## src/rtl/ifq_pkg.sv

```systemverilog
// Shared types and constants for the instruction-fetch queue (ifetch_queue and ifq_fifo).
package ifq_pkg;

    typedef enum logic [1:0] {
        IDLE = 2'd0,
        WAIT = 2'd1,
        DROP = 2'd2
    } ifq_state_e;

    localparam logic [31:0] PC_STEP          = 32'd4;
    localparam logic [31:0] DEFAULT_RESET_PC = 32'h0000_0000;

    typedef struct packed {
        logic [31:0] ins;
        logic [31:0] pc4;
    } ifq_entry_t;

endpackage

```

## src/rtl/ifq_fifo.sv

```systemverilog
// DEPTH-entry FIFO of fetched {instruction, PC+4} pairs; clear wins over push and pop.
module ifq_fifo
    import ifq_pkg::*;
#(
    parameter int unsigned DEPTH = 4,
    parameter int          CW    = $clog2(DEPTH) + 1
) (
    input  logic          clk,
    input  logic          rst,
    input  logic          push_i,
    input  logic          pop_i,
    input  logic          clear_i,
    input  ifq_entry_t    din_i,
    output ifq_entry_t    head_o,
    output logic [CW-1:0] count_o,
    output logic          empty_o
);
    localparam int AW = $clog2(DEPTH);

    ifq_entry_t    mem_q [DEPTH];
    logic [AW-1:0] wr_q;
    logic [AW-1:0] rd_q;
    logic [CW-1:0] cnt_q;

    // DEPTH is a power of two, so pointers wrap by plain overflow.
    always_ff @(posedge clk or posedge rst) begin
        if (rst) begin
            wr_q  <= '0;
            rd_q  <= '0;
            cnt_q <= '0;
        end else if (clear_i) begin
            wr_q  <= '0;
            rd_q  <= '0;
            cnt_q <= '0;
        end else begin
            if (push_i) wr_q <= wr_q + AW'(1);
            if (pop_i)  rd_q <= rd_q + AW'(1);
            case ({push_i, pop_i})
                2'b10:   cnt_q <= cnt_q + CW'(1);
                2'b01:   cnt_q <= cnt_q - CW'(1);
                default: cnt_q <= cnt_q;
            endcase
        end
    end

    always_ff @(posedge clk) begin
        if (push_i && !clear_i) mem_q[wr_q] <= din_i;
    end

    assign head_o  = mem_q[rd_q];
    assign count_o = cnt_q;
    assign empty_o = (cnt_q == '0);

endmodule

```

## src/rtl/ifetch_queue.sv

```systemverilog
// Instruction-fetch front end: owns fetch PC, talks req/ack to imem, queues words for IF/ID.
// Optional macro IFQ_BYPASS_EN: an ack into an empty queue is presented in the same cycle.
module ifetch_queue
    import ifq_pkg::*;
#(
    parameter int unsigned DEPTH    = 4,
    parameter logic [31:0] RESET_PC = DEFAULT_RESET_PC
) (
    input  logic        CLK,
    input  logic        RST,
    input  logic        redirect_en,
    input  logic [31:0] redirect_pc,
    output logic        imem_req,
    output logic [31:0] imem_addr,
    input  logic        imem_ack,
    input  logic [31:0] imem_rdata,
    output logic        ifq_valid,
    input  logic        ifq_ready,
    output logic [31:0] ifq_ins,
    output logic [31:0] ifq_pc4,
    output ifq_state_e  dbg_state_o
);
    localparam int CW = $clog2(DEPTH) + 1;

    ifq_state_e    state_q, state_d;
    logic [31:0]   fetch_pc_q, fetch_pc_d;
    logic [31:0]   addr_q, addr_d;
    logic          req_d;
    logic [31:0]   addr_out_d;
    logic          take_d;
    logic [31:0]   ret_pc4;
    ifq_entry_t    ret_entry;
    ifq_entry_t    fifo_head;
    ifq_entry_t    head_mux;
    logic [CW-1:0] fifo_count;
    logic          fifo_empty;
    logic          fifo_push;
    logic          fifo_pop;
    logic          bypass;

    assign ret_pc4   = addr_q + PC_STEP;
    assign ret_entry = '{ins: imem_rdata, pc4: ret_pc4};

    always_ff @(posedge CLK or posedge RST) begin
        if (RST) begin
            state_q    <= IDLE;
            fetch_pc_q <= RESET_PC;
            addr_q     <= RESET_PC;
        end else begin
            state_q    <= state_d;
            fetch_pc_q <= fetch_pc_d;
            addr_q     <= addr_d;
        end
    end

    // take_d marks a returned word that belongs to the current fetch stream.
    always_comb begin
        state_d    = state_q;
        fetch_pc_d = fetch_pc_q;
        addr_d     = addr_q;
        req_d      = 1'b0;
        addr_out_d = fetch_pc_q;
        take_d     = 1'b0;
        case (state_q)
            IDLE: begin
                if (redirect_en) begin
                    fetch_pc_d = redirect_pc;
                end else if (fifo_count < CW'(DEPTH)) begin
                    req_d   = 1'b1;
                    addr_d  = fetch_pc_q;
                    state_d = WAIT;
                end
            end
            WAIT: begin
                req_d      = 1'b1;
                addr_out_d = addr_q;
                if (redirect_en) begin
                    fetch_pc_d = redirect_pc;
                    state_d    = imem_ack ? IDLE : DROP;
                end else if (imem_ack) begin
                    take_d     = 1'b1;
                    fetch_pc_d = ret_pc4;
                    state_d    = IDLE;
                end
            end
            DROP: begin
                req_d      = 1'b1;
                addr_out_d = addr_q;
                if (redirect_en) fetch_pc_d = redirect_pc;
                if (imem_ack)    state_d    = IDLE;
            end
            default: state_d = IDLE;
        endcase
    end

`ifdef IFQ_BYPASS_EN
    assign bypass = take_d && fifo_empty;
`else
    assign bypass = 1'b0;
`endif

    // Toward IF/ID: a head transfers on any cycle where ifq_valid && ifq_ready, and a
    // redirect in the same cycle cancels that transfer along with everything queued.
    assign fifo_pop  = ifq_ready && !fifo_empty && !redirect_en;
    assign fifo_push = take_d && !(bypass && ifq_ready);
    assign head_mux  = bypass ? ret_entry : fifo_head;

    ifq_fifo #(
        .DEPTH (DEPTH),
        .CW    (CW)
    ) u_fifo (
        .clk     (CLK),
        .rst     (RST),
        .push_i  (fifo_push),
        .pop_i   (fifo_pop),
        .clear_i (redirect_en),
        .din_i   (ret_entry),
        .head_o  (fifo_head),
        .count_o (fifo_count),
        .empty_o (fifo_empty)
    );

    // Reset must pull the request down at once, not at the next edge.
    assign imem_req    = req_d && !RST;
    assign imem_addr   = addr_out_d;
    assign ifq_valid   = !fifo_empty || bypass;
    assign ifq_ins     = ifq_valid ? head_mux.ins : 32'h0;
    assign ifq_pc4     = ifq_valid ? head_mux.pc4 : 32'h0;
    assign dbg_state_o = state_q;

endmodule

```

## config.mk

```make
export PLATFORM = sky130hd
export DESIGN_NAME = ifetch_queue
export DESIGN_NICKNAME = d
export VERILOG_FILES = /design/src/rtl/ifq_pkg.sv /design/src/rtl/ifq_fifo.sv /design/src/rtl/ifetch_queue.sv
export SDC_FILE = /design/constraint.sdc
export NUM_CORES = 1
export LEC_CHECK = 0
export BUFFER_PORTS_ARGS = -buffer_cell sky130_fd_sc_hd__buf_2
export CORE_ASPECT_RATIO = 1.75
export CORE_MARGIN = 10
export CORE_UTILIZATION = 39
export CTS_CLUSTER_SIZE = 25
export DETAILED_ROUTE_END_ITERATION = 16
export HOLD_SLACK_MARGIN = 0.05
export REMOVE_ABC_BUFFERS = 1
export SYNTH_ARGS = -nofsm -noshare
export SYNTH_HDL_FRONTEND = slang
export SYNTH_SLANG_ARGS = --single-unit
```

## constraint.sdc

```tcl
create_clock -name CLK -period 4.1 [get_ports CLK]
set_input_delay 0.82 -clock CLK [delete_from_list [all_inputs] [get_ports CLK]]
set_output_delay 0.82 -clock CLK [all_outputs]
set_load 0.02 [all_outputs]
```

## After elaboration in Yosys (flattened, before gate mapping)

Memory sizes are Yosys's and may differ from the RTL's.
Index checks and enable logic that the tools add are counted.

| storage, ports and cells | value |
|---|---|
| register bits | 73 |
| bits in writable memories | 256 |
| bits of input ports | 69 |
| output and inout port bits | 100 |
| word-level logic and storage cells | 67 |
| memories | 1 |

Memories:

| memory | words | width | rd ports | clocked after Yosys merged registers in | wr ports | RTL line | RTL |
|---|---|---|---|---|---|---|---|
| u_fifo.mem_q | 4 | 64 | 1 | 0 | 1 | ifq_fifo.sv:20 | `ifq_entry_t mem_q [DEPTH];` |

| operators by class | value |
|---|---|
| $add $sub $neg | 5 |
| $lt $le $gt $ge | 1 |
| eq/ne operators | 8 |
| multiplexer cells | 27 |
| bitwise logic cells | 1 |
| reductions and logical operators | 18 |

Operators with widths:

| kind | count |
|---|---|
| two-way mux 32 bit | 6 |
| case mux 32 bit (2 select lines) | 1 |
| adder 32 x 3 -> 32 bit, second input constant | 1 |
| two-way mux 2 bit | 9 |
| two-way mux 1 bit | 7 |
| case mux 2 bit (3 select lines) | 1 |
| case mux 3 bit (2 select lines) | 1 |
| AND reduction 3 bit | 2 |
| nonzero test 2 bit | 3 |
| adder 2 x 1 -> 2 bit, second input constant | 2 |
| equality test 2 x 1 -> 1 bit, second input constant | 2 |
| equality test 2 bit, second input constant | 2 |
| logical AND 1 bit | 4 |
| inequality test 2 bit, second input constant | 2 |
| OR reduction 2 bit | 2 |
| adder 3 x 1 -> 3 bit, second input constant | 1 |
| zero test 1 bit | 3 |
| zero test 3 bit | 1 |
| less-than comparator 3 bit, second input constant | 1 |
| two-way mux 3 bit | 1 |
| inequality test 3 bit, second input constant | 1 |
| nonzero test 3 bit | 1 |
| subtractor 3 x 1 -> 3 bit, second input constant | 1 |
| zero test 2 bit | 1 |
| 4 further kinds | 4 |

## Logic depth before layout (Yosys ltp)

Gate-level depths: netlist of run 1.

| depth | value |
|---|---|
| depth after elaboration | 7 |
| gate-level depth with buffers | 10 |
| gate-level depth less buffers | 9 |

## Modules after synthesis

A second synthesis of run 1 with hierarchy kept.

| second synthesis, totals | value |
|---|---|
| cell total of the unflattened synthesis | 830 |
| area, all modules | 13939.6 um^2 |

By module, submodules not included:

| module | instances | cells each | area each (um^2) | sequential area each (um^2) |
|---|---|---|---|---|
| ifq_fifo | 1 | 377 | 9665.5 | 7862.5 |
| ifetch_queue | 1 | 453 | 4274.1 | 1651.6 |

## Worst setup path after synthesis of run 1

Ideal clock, no wire load.

| timing path | value |
|---|---|
| kind | input to register |
| start | input redirect_en |
| end | memory u_fifo.mem_q[0][0] (netlist bit) (enable) |
| setup time | 0.429 ns |
| arrival | 2.938 ns |
| required time | 3.671 ns |
| path slack | 0.733 ns |
| cell stages on the path | 4 |
| path buffers | 2 |
| cells stage by stage | buf_6 -> and3b_1 -> clkbuf_1 -> and2_1 |

| on the way | value |
|---|---|
| longest elaborated chain between the ends | 5 |
| elaborated cells on any way between the ends | 6 |
| those cells by class | mux: 4; reduce/logical: 2 |

Ends and longest elaborated chain:

| what | RTL line | RTL |
|---|---|---|
| start: declaration | ifetch_queue.sv:11 | `input logic redirect_en,` |
| two-way mux 1 bit | ifetch_queue.sv:77 | `if (redirect_en) begin` |
| two-way mux 1 bit | ifetch_queue.sv:64 | `case (state_q)` |
| logical AND 1 bit (*) | ifq_fifo.sv:47 | `if (push_i && !clear_i) mem_q[wr_q] <= din_i;` |
| two-way mux 1 bit (*) | ifq_fifo.sv:47 |  |
| two-way mux 1 bit (not written as such) (*) | ifq_fifo.sv:47 |  |
| end: declaration | ifq_fifo.sv:20 |  |

Every way passes the cells marked *; elsewhere a longest branch is shown, timed or not.

## Worst setup path after layout of run 1

| timing path | value |
|---|---|
| start | register u_fifo.rd_q[0] |
| end | output ifq_pc4[3] |

| on the way | value |
|---|---|
| longest elaborated chain between the ends | 2 |

Ends and longest elaborated chain:

| what | RTL line | RTL |
|---|---|---|
| start: declaration | ifq_fifo.sv:22 | `logic [AW-1:0] rd_q;` |
| start signal: assignment | ifq_fifo.sv:37 | `if (pop_i) rd_q <= rd_q + AW'(1);` |
| memory (4 x 64 bit) | n/a |  |
| two-way mux 32 bit | ifetch_queue.sv:128 | `assign ifq_pc4 = ifq_valid ? head_mux.pc4 : 32'h0;` |
| end: declaration | ifetch_queue.sv:20 | `output logic [31:0] ifq_pc4,` |

Every way passes these cells.

==> flow_summary.toml, run 1 <==
[setup_path]
r2r-end = "fetch_pc_q[30]$_DFFE_PP0P_"
cp-end-kind = "output port"
path_class = "reg -> out"
critPathTopFamily = "flip-flops"
r2r_slack_ns = 1.36
path_cells = "buf_4 > mux4_2 > and2_1 > buf_2"
max_stage_delay_ns = 0.73
crit_slowest_cell = "dfrtp_4"
start_kind = "flip-flop"
path_max_fanout = 22
cp_data_required_time_ns = 3.28
arrival_ns = 2.57
critPathBufInv = 2
rr_worst_depth = 6
rr_startpoint = "dbg_state_o[0]$_DFFE_PP0P_"

[logic_synthesis]
post-synth-top-count-cell = "edfxtp_1"
synth_seq_cells = 329
ys_top_cells_by_count = "256 x edfxtp_1, 73 x dfrtp_1, 69 x and2_1, 64 x mux4_2, 61 x mux2_2"
synth_warnings = 0
synth_cells = 850
synth_area_um2 = 14000
synth_top_area_share = 0.549
seq_area_frac_synth = 0.679
ys_types = 50
synth_area_leaders = "edfxtp_1 55%, dfrtp_1 13%, mux4_2 10%, mux2_2 4.9%, and2_1 3.1%"
yosys.area.top_type = "edfxtp_1"
syn_area_per_cell_um2 = 16.5
synthFlopType = "edfxtp_1"
synthArstFlopShare = 0.222
synth_edf_count = 256

[pwr]
switching_share = 0.361
power.switching_mw = 4.57
p_seq_frac = 0.379
p_int_mw = 8.08
p_leak_nw = 6.01
fin_total_pwr_mw = 12.7
p_clk_frac = 0.240
pwr-share-comb = 0.380
p_per_area_nw_per_um2 = 766
irDropWorstVdd_mv = 0.668

[sta]
finalHoldViolCount = 0
setup_tns_ns = 0
tightest_slew_ns = 1.06
max_freq_ghz = 0.295
finalSetupViolCount = 0
relSlewSlack = 0.291
period_needed_ns = 3.39
post-route-period-util = 0.828
rsz0062_at_grt = "no"
timing.hold.ws_ns = 0.181
finClkSkew_ns = 0.0138
final-max-slew-violation-count = 0

[flow_run]
cap_violations = 0

[cts]
htreeDepth = 1
numCtsBuffers = 30
cts_max_path_buffers = 3
cts_resized = 0
clkSlewWorstSetupHoldPaths_ns = 0.07
cts_setup_buffers = 0
numClockSinks = 329
cts.hold.buffers_added = 0
cts_tree = "yes"
clk_latency_ns = 0.56
clockRootBuffer = "clkbuf_16"

[min_path]
hp-class = "in -> async"

[finish]
drive_gt1_frac = 0.361
final_nets = 1095
syn_to_final_growth_pct = 17.9
final_cells = 1506

[floorplan]
core-area_um2 = 35400
die_x_um = 163
ios = 169
die_area_um2 = 44200
rows = 91
die_h_um = 271
start_util = 0.396

[routing]
wl_um = 33300
drt.antenna.violating_nets = 0
routed-wl-met3_um = 1440
highest_layer = "met4"
drc = 0
drt-initial-drc-count = 400
drt_pre_antenna_iters = 5
wl_met1_um = 12800
vias_per_cell = 5.19
routed-wl-met2_um = 18500
routedWlPerCell_um = 22.1
dr_total_vias = 7820

[global_route]
grt-ovfl-total = 0
grt_pass1_wl_um = 51900
grt_pass1_vias = 8558
grt_max_degree = 67
globalRouteTotalUtil = 0.152
grt_antenna_before_repair = 1

[placed_design]
dp_hpwl_um = 21800
gp_congestion = 0.781
dpl.cell_count = 1449
io_buffers = 168

[outcome]
status = "finished clean"
[through the flow]
| stage | setup WS (ns) | instance area (um2) | utilization |
|---|---|---|---|
| after global routing | 0.516 | 16500 | 0.466 |
| final | 0.705 | 16500 | 0.466 |
| after detailed placement | 1.15 | 15400 | 0.436 |
| after floorplan | -0.624 | 13800 | - |
| after CTS | 0.557 | 16500 | 0.466 |
| after global placement | 1.21 | 15400 | 0.436 |
[power groups by stage]
stage	logic, mW	registers [mW]	clock network, mW
floorplan	3.23	4.82	0
global placement	4.90	4.86	0
detailed placement	4.96	4.88	0
CTS	4.99	4.81	3.13
global route	5.25	4.90	3.26
finish	4.81	4.80	3.04
[sequential cells by signal (all words and copies together) (netlist names)]
register and flops:
u_fifo.count_o 3, u_fifo.rd_q 2, u_fifo.wr_q 2, dbg_state_o 2, fetch_pc_q 32, u_fifo.mem_q 256
addr_q 32
[layout by cell type (no fill, tap or decap), types with 11 or more instances in the layout]
master and count:
dfrtp_1 71, buf_4 11, mux2_2 61, mux4_2 64, clkbuf_16 31, buf_2 168
xor2_1 12, edfxtp_1 256, nor2_1 27, nand2_1 49, o21ai_0 30, and2_1 65
xnor2_1 17, nand3_1 20
[cell type report]
| class | count | area, um2 |
|---|---|---|
| Clock buffer | 41 | 823 |
| Fill cell | 3143 | 18900 |
| Antenna cell | 1 | 2.50 |
| Timing Repair Buffer | 184 | 1020 |
| Tap cell | 465 | 582 |
| Clock inverter | 15 | 250 |
| Inverter | 10 | 37.5 |
| Sequential cell | 329 | 9520 |
| Multi-Input combinational cell | 461 | 4280 |
[how the worst max path moves through the flow]
stage | slack (ns) | to | start | cells after the start
finish | 0.71 | ifq_pc4[3] | u_fifo.rd_q[0]$_DFFE_PP0P_ | 4
global route | 0.52 | ifq_pc4[3] | u_fifo.rd_q[0]$_DFFE_PP0P_ | 4
CTS | 0.56 | ifq_ins[0] | u_fifo.count_o[2]$_DFFE_PP0P_ | 3
detailed placement | 1.15 | fetch_pc_q[30]$_DFFE_PP0P_ | redirect_en | 5
global placement | 1.21 | fetch_pc_q[30]$_DFFE_PP0P_ | redirect_en | 5
floorplan | -0.62 | imem_req | dbg_state_o[0]$_DFFE_PP0P_ | 5
[cell families after synthesis]
logic type               synth area share
flip-flops                          0.679
XOR/XNOR                           0.0181
buffers and inverters              0.0175
AND/OR/NAND/NOR                    0.0884
multiplexers                        0.158
AO/OA/AOI/OAI                      0.0293
adder cells (fa/ha/maj)           0.00946
[metal layers]
layer | vias up | global-route usage
met2 | 161 | 0.280
met1 | 4021 | 0.177
met5 | - | 0
met4 | 0 | 0.0390
met3 | 33 | 0.0233
li1 | 3605 | -
(Power assumes the default switching activity.)
==> inputs of run 2 (changes only) <==
==> constraint.sdc (replaced) <==
create_clock -name CLK -period 2.9 [get_ports CLK]
set_input_delay 0.58 -clock CLK [delete_from_list [all_inputs] [get_ports CLK]]
set_output_delay 0.58 -clock CLK [all_outputs]
set_load 0.02 [all_outputs]
==> run 2 against run 1 <==
Against the previous run:
- register-to-register slack lost 0.77 ns
- design area grew 0.72%
- final cell count grew 0.66%
- total power grew 41%
- routed wire length grew 1.3%
- non-clock buffer count grew 11
- sequential share of layout area shrank 0.40 points
- sequential power grew 40%
- setup slack lost 0.65 ns
- utilization grew 0.34 points
- combinational power grew 49%
==> flow_summary.toml, run 2 (synthesis gave the netlist of run 1 again) <==
[routing]
drt.antenna.violating_nets = 0
drt-initial-drc-count = 286
routedWlPerCell_um = 22.2
vias_per_cell = 5.21
dr_total_vias = 7899
drt_pre_antenna_iters = 4
drc = 0
wl_um = 33700

[floorplan]
core-area_um2 = 35400
rows = 91
die_h_um = 271
die_area_um2 = 44200
die_x_um = 163
ios = 169
start_util = 0.396

[sta]
tightest_slew_ns = 0.556
max_freq_ghz = 0.351
setup_tns_ns = 0
rsz0062_at_grt = "yes"
final-max-slew-violation-count = 0
finClkSkew_ns = 0.0116
fin_ws_ns = 0.0529
relSlewSlack = 0.627
period_needed_ns = 2.85
finalSetupViolCount = 0
finalHoldViolCount = 0
post-route-period-util = 0.982

[pwr]
irDropWorstVdd_mv = 0.860
switching_share = 0.364
p_per_area_nw_per_um2 = 1070
power.switching_mw = 6.51
p_leak_nw = 6.05
p_int_mw = 11.4
p_clk_frac = 0.225
pwr-share-comb = 0.400
p_seq_frac = 0.375

[cts]
cts_tree = "yes"
cts_resized = 3
clkSlewWorstSetupHoldPaths_ns = 0.07
htreeDepth = 1
numCtsBuffers = 30
cts.hold.buffers_added = 0
cts_setup_buffers = 0
clockRootBuffer = "clkbuf_16"
numClockSinks = 329
cts_max_path_buffers = 3
clk_latency_ns = 0.56

[global_route]
grt_max_degree = 67
grt_antenna_before_repair = 0
grt-ovfl-total = 0
met3_usage = 0.0251
busiest_layer = "met2"
met1_usage = 0.167
grt_pass1_wl_um = 51200
grtUsageMet2 = 0.282
grt_pass1_vias = 8503
globalRouteTotalUtil = 0.151

[finish]
largest_registers = "u_fifo.mem_q: 256 flops, addr_q: 32 flops, fetch_pc_q: 32 flops"
top_register = "u_fifo.mem_q"
final_nets = 1106
syn_to_final_growth_pct = 18.7
layout_commonest_cell = "edfxtp_1"
final_cell_mix = "256 x edfxtp_1, 160 x buf_2, 70 x dfrtp_1"
largest_reg_flops = 256
stdcell_area_um2 = 16600
drive_gt1_frac = 0.371
final_cells = 1516
diodes = 0

[setup_path]
r2r-end = "fetch_pc_q[24]$_DFFE_PP0P_"
path_class = "reg -> out"
r2r_slack_ns = 0.59
cp-end-kind = "output port"
arrival_ns = 2.27
start_kind = "flip-flop"
rr_worst_depth = 6
path_max_fanout = 25
rr_startpoint = "dbg_state_o[0]$_DFFE_PP0P_"
cp_data_required_time_ns = 2.32

[placed_design]
placed_cell_area_um2 = 15600
io_buffers = 168
gp_congestion = 0.792
dp_hpwl_um = 21500
dp_worst_setup_slack_ns = 0.572
dpl.cell_count = 1460

[min_path]
hp-class = "in -> async"

[outcome]
status = "finished clean"

[flow_run]
cap_violations = 0
## run 2: cell types whose count changed in the layout (fill, tap and decap cells not counted), moves of 2 or more
cell / previous run / this run
bufinv_16: 7 / 3
and2_1: 65 / 63
buf_12: 5 / 7
buf_16: 0 / 2
buf_2: 168 / 160
clkinvlp_4: 1 / 3
buf_6: 0 / 3
buf_4: 11 / 23
clkbuf_8: 1 / 4
and2_4: 4 / 6
## run 2: metal layers
layer	wire, um	up-vias
met1	12900	4073
li1	-	3622
met5	0	-
met2	18600	164
met3	1510	40
met4	743	0
## run 2: cell type report
type,instances,area [um2]
Timing Repair Buffer,195,1200
Tap cell,465,582
Clock buffer,44,865
Fill cell,3109,18800
Clock inverter,12,145
Sequential cell,329,9520
Inverter,10,37.5
Multi-Input combinational cell,461,4280
## run 2: worst max-delay path, cell delays in order, from the launching register on
cell	delay [ns]
dfrtp_4	0.51
buf_16	0.25
mux4_2	0.60
and2_4	0.18
buf_2	0.15
## run 2: power groups by stage
stage	clock network (mW)	logic, mW	registers, mW
6_report	4.03	7.15	6.70
5_1_grt	4.31	7.76	6.80
4_1_cts	4.16	7.26	6.69
3_5_place_dp	0	7.24	6.78
3_3_place_gp	0	7.14	6.75
2_1_floorplan	0	4.56	6.81
## run 2: worst max path at each step
stage / startpoint / end / depth (start not counted)
after floorplan: dbg_state_o[0]$_DFFE_PP0P_ / imem_req / 5
after global placement: dbg_state_o[0]$_DFFE_PP0P_ / fetch_pc_q[24]$_DFFE_PP0P_ / 6
after detailed placement: u_fifo.rd_q[0]$_DFFE_PP0P_ / ifq_pc4[2] / 4
after CTS: u_fifo.rd_q[0]$_DFFE_PP0P_ / ifq_pc4[30] / 4
after global routing: u_fifo.rd_q[0]$_DFFE_PP0P_ / ifq_pc4[18] / 4
final: u_fifo.rd_q[0]$_DFFE_PP0P_ / ifq_pc4[30] / 4
## run 2: through the flow
step,hold WS [ns],power [mW],util
2_1_floorplan,0.462,11.4,-
3_3_place_gp,0.475,13.9,0.440
3_5_place_dp,0.482,14.0,0.440
4_1_cts,0.111,18.1,0.469
5_1_grt,0.152,18.9,0.470
6_report,0.119,17.9,0.470
==> inputs of run 3 (changes only) <==
--- a/config.mk
+++ b/config.mk
@@ -12,6 +12,7 @@
 export CTS_CLUSTER_SIZE = 25
 export DETAILED_ROUTE_END_ITERATION = 16
 export HOLD_SLACK_MARGIN = 0.05
+export RECOVER_POWER = 100
 export REMOVE_ABC_BUFFERS = 1
 export SYNTH_ARGS = -nofsm -noshare
 export SYNTH_HDL_FRONTEND = slang
==> run 3 against run 2 <==
Against the previous run:
- the run now ends with capacitance limit, slew limit left
- global-route usage is the same
- utilization shrank 0.15 points
- count of clock-buffer cells in the layout is the same
- largest cell class unchanged
==> flow_summary.toml, run 3 (synthesis gave the netlist of run 1 again) <==
[pwr]
p_int_mw = 11.4
irDropWorstVdd_mv = 0.858
fin_total_pwr_mw = 17.9
p_leak_nw = 5.95
switching_share = 0.364
p_clk_frac = 0.225
pwr-share-comb = 0.400
p_per_area_nw_per_um2 = 1080
p_seq_frac = 0.375
power.switching_mw = 6.51

[flow_run]
cap_violations = 1

[setup_path]
rr_startpoint = "dbg_state_o[1]$_DFFE_PP0P_"
rr_worst_depth = 6
r2r_slack_ns = 0.52
path_max_fanout = 25
arrival_ns = 2.27
start_kind = "flip-flop"
cp_data_required_time_ns = 2.32
cp-end-kind = "output port"
r2r-end = "u_fifo.mem_q[3][18]$_DFFE_PP_"
path_class = "reg -> out"
critical_path.startpoint = "u_fifo.rd_q[0]$_DFFE_PP0P_"
crit_end = "ifq_pc4[30]"

[sta]
finalSetupViolCount = 0
fin_ws_ns = 0.0463
relSlewSlack = -0.231
max_freq_ghz = 0.350
finalHoldViolCount = 0
tightest_slew_ns = 1.85
period_needed_ns = 2.85
post-route-period-util = 0.984
finClkSkew_ns = 0.0129
final-max-slew-violation-count = 32
rsz0062_at_grt = "yes"

[cts]
clk_latency_ns = 0.56
cts_tree = "yes"
cts_max_path_buffers = 3
numClockSinks = 329
clockRootBuffer = "clkbuf_16"
clkSlewWorstSetupHoldPaths_ns = 0.07
numCtsBuffers = 30
cts_setup_buffers = 0
htreeDepth = 1

[outcome]
violations = "capacitance limit, slew limit"
status = "finished, violations left"

[finish]
utilization = 0.468
fill_cells = 3121
largest_registers = "u_fifo.mem_q: 256 flops, addr_q: 32 flops, fetch_pc_q: 32 flops"
drive_gt1_frac = 0.336
largest_reg_flops = 256
syn_to_final_growth_pct = 18.3
stdcell_area_um2 = 16600
layout_commonest_cell = "edfxtp_1"
final_cell_mix = "256 x edfxtp_1, 127 x buf_2, 70 x dfrtp_1"
top_register = "u_fifo.mem_q"
final_nets = 1106
diodes = 0

[floorplan]
core-area_um2 = 35400
die_h_um = 271
die_area_um2 = 44200
rows = 91
ios = 169
die_x_um = 163
start_util = 0.396

[routing]
routedWlPerCell_um = 22.2
vias_per_cell = 5.22
drc = 0
dr_total_vias = 7908
drt.antenna.violating_nets = 0
wl_um = 33700
drt_pre_antenna_iters = 4
drt-initial-drc-count = 282

[placed_design]
placed_cell_area_um2 = 15600
gp_congestion = 0.792
dp_worst_setup_slack_ns = 0.572
dp_hpwl_um = 21500
io_buffers = 168

[global_route]
grt_pass1_vias = 8503
globalRouteTotalUtil = 0.151
grt_pass1_wl_um = 51200
grt_max_degree = 67
grt-ovfl-total = 0
grt_antenna_before_repair = 0

[min_path]
hp-class = "in -> async"
[run 3: worst min path at each step]
stage / startpoint / end
finish: RST / u_fifo.count_o[2]$_DFFE_PP0P_
global route: RST / u_fifo.count_o[2]$_DFFE_PP0P_
CTS: RST / u_fifo.rd_q[0]$_DFFE_PP0P_
detailed placement: fetch_pc_q[19]$_DFFE_PP0P_ / fetch_pc_q[19]$_DFFE_PP0P_
global placement: fetch_pc_q[18]$_DFFE_PP0P_ / fetch_pc_q[18]$_DFFE_PP0P_
floorplan: fetch_pc_q[10]$_DFFE_PP0P_ / fetch_pc_q[10]$_DFFE_PP0P_
[run 3: layer usage]
layer  share of wire  routed length (um)  track usage  vias up
met5               0                   0            0        -
met4           0.022                 743       0.0464        0
met3           0.046                1540       0.0251       42
met2            0.55               18600        0.282      167
met1            0.38               12900        0.167     4077
li1                -                   -            -     3622
[run 3: area by class of cell]
class                           instances  area, um2  share of cell area
Inverter                               10       37.5             0.00226
Sequential cell                       329       9520               0.574
Clock buffer                           44        865              0.0521
Clock inverter                         12        145             0.00875
Timing Repair Buffer                  195       1150              0.0693
Tap cell                              465        582              0.0351
Multi-Input combinational cell        461       4280               0.258
[run 3: repair_timing]
| item | 4_1_cts | 5_1_grt |
|---|---|---|
| hold buffers | 0 | 0 |
| endpoints found under the setup margin | 8 | 48 |
| gates resized for setup | 3 | 13 |
[run 3: stage by stage]
stage          setup TNS, ns  hold WS, ns  instances
4_1_cts                    0        0.111       1516
5_1_grt               -0.140        0.233       1516
2_1_floorplan        -158.17        0.462        800
3_5_place_dp               0        0.482       1460
3_3_place_gp               0        0.475       1460
6_report                   0        0.174       1516
[run 3: power groups by stage]
stage	combinational (mW)	sequential [mW]	clock, mW
final	7.14	6.70	4.03
after global routing	7.74	6.80	4.31
after CTS	7.26	6.69	4.16
after detailed placement	7.24	6.78	0
after global placement	7.14	6.75	0
after floorplan	4.56	6.81	0
[run 3: critical path: stages, from the launching register on]
cell and delay [ns]:
dfrtp_4 0.51, buf_16 0.25, mux4_2 0.61, and2_4 0.18, buf_2 0.15
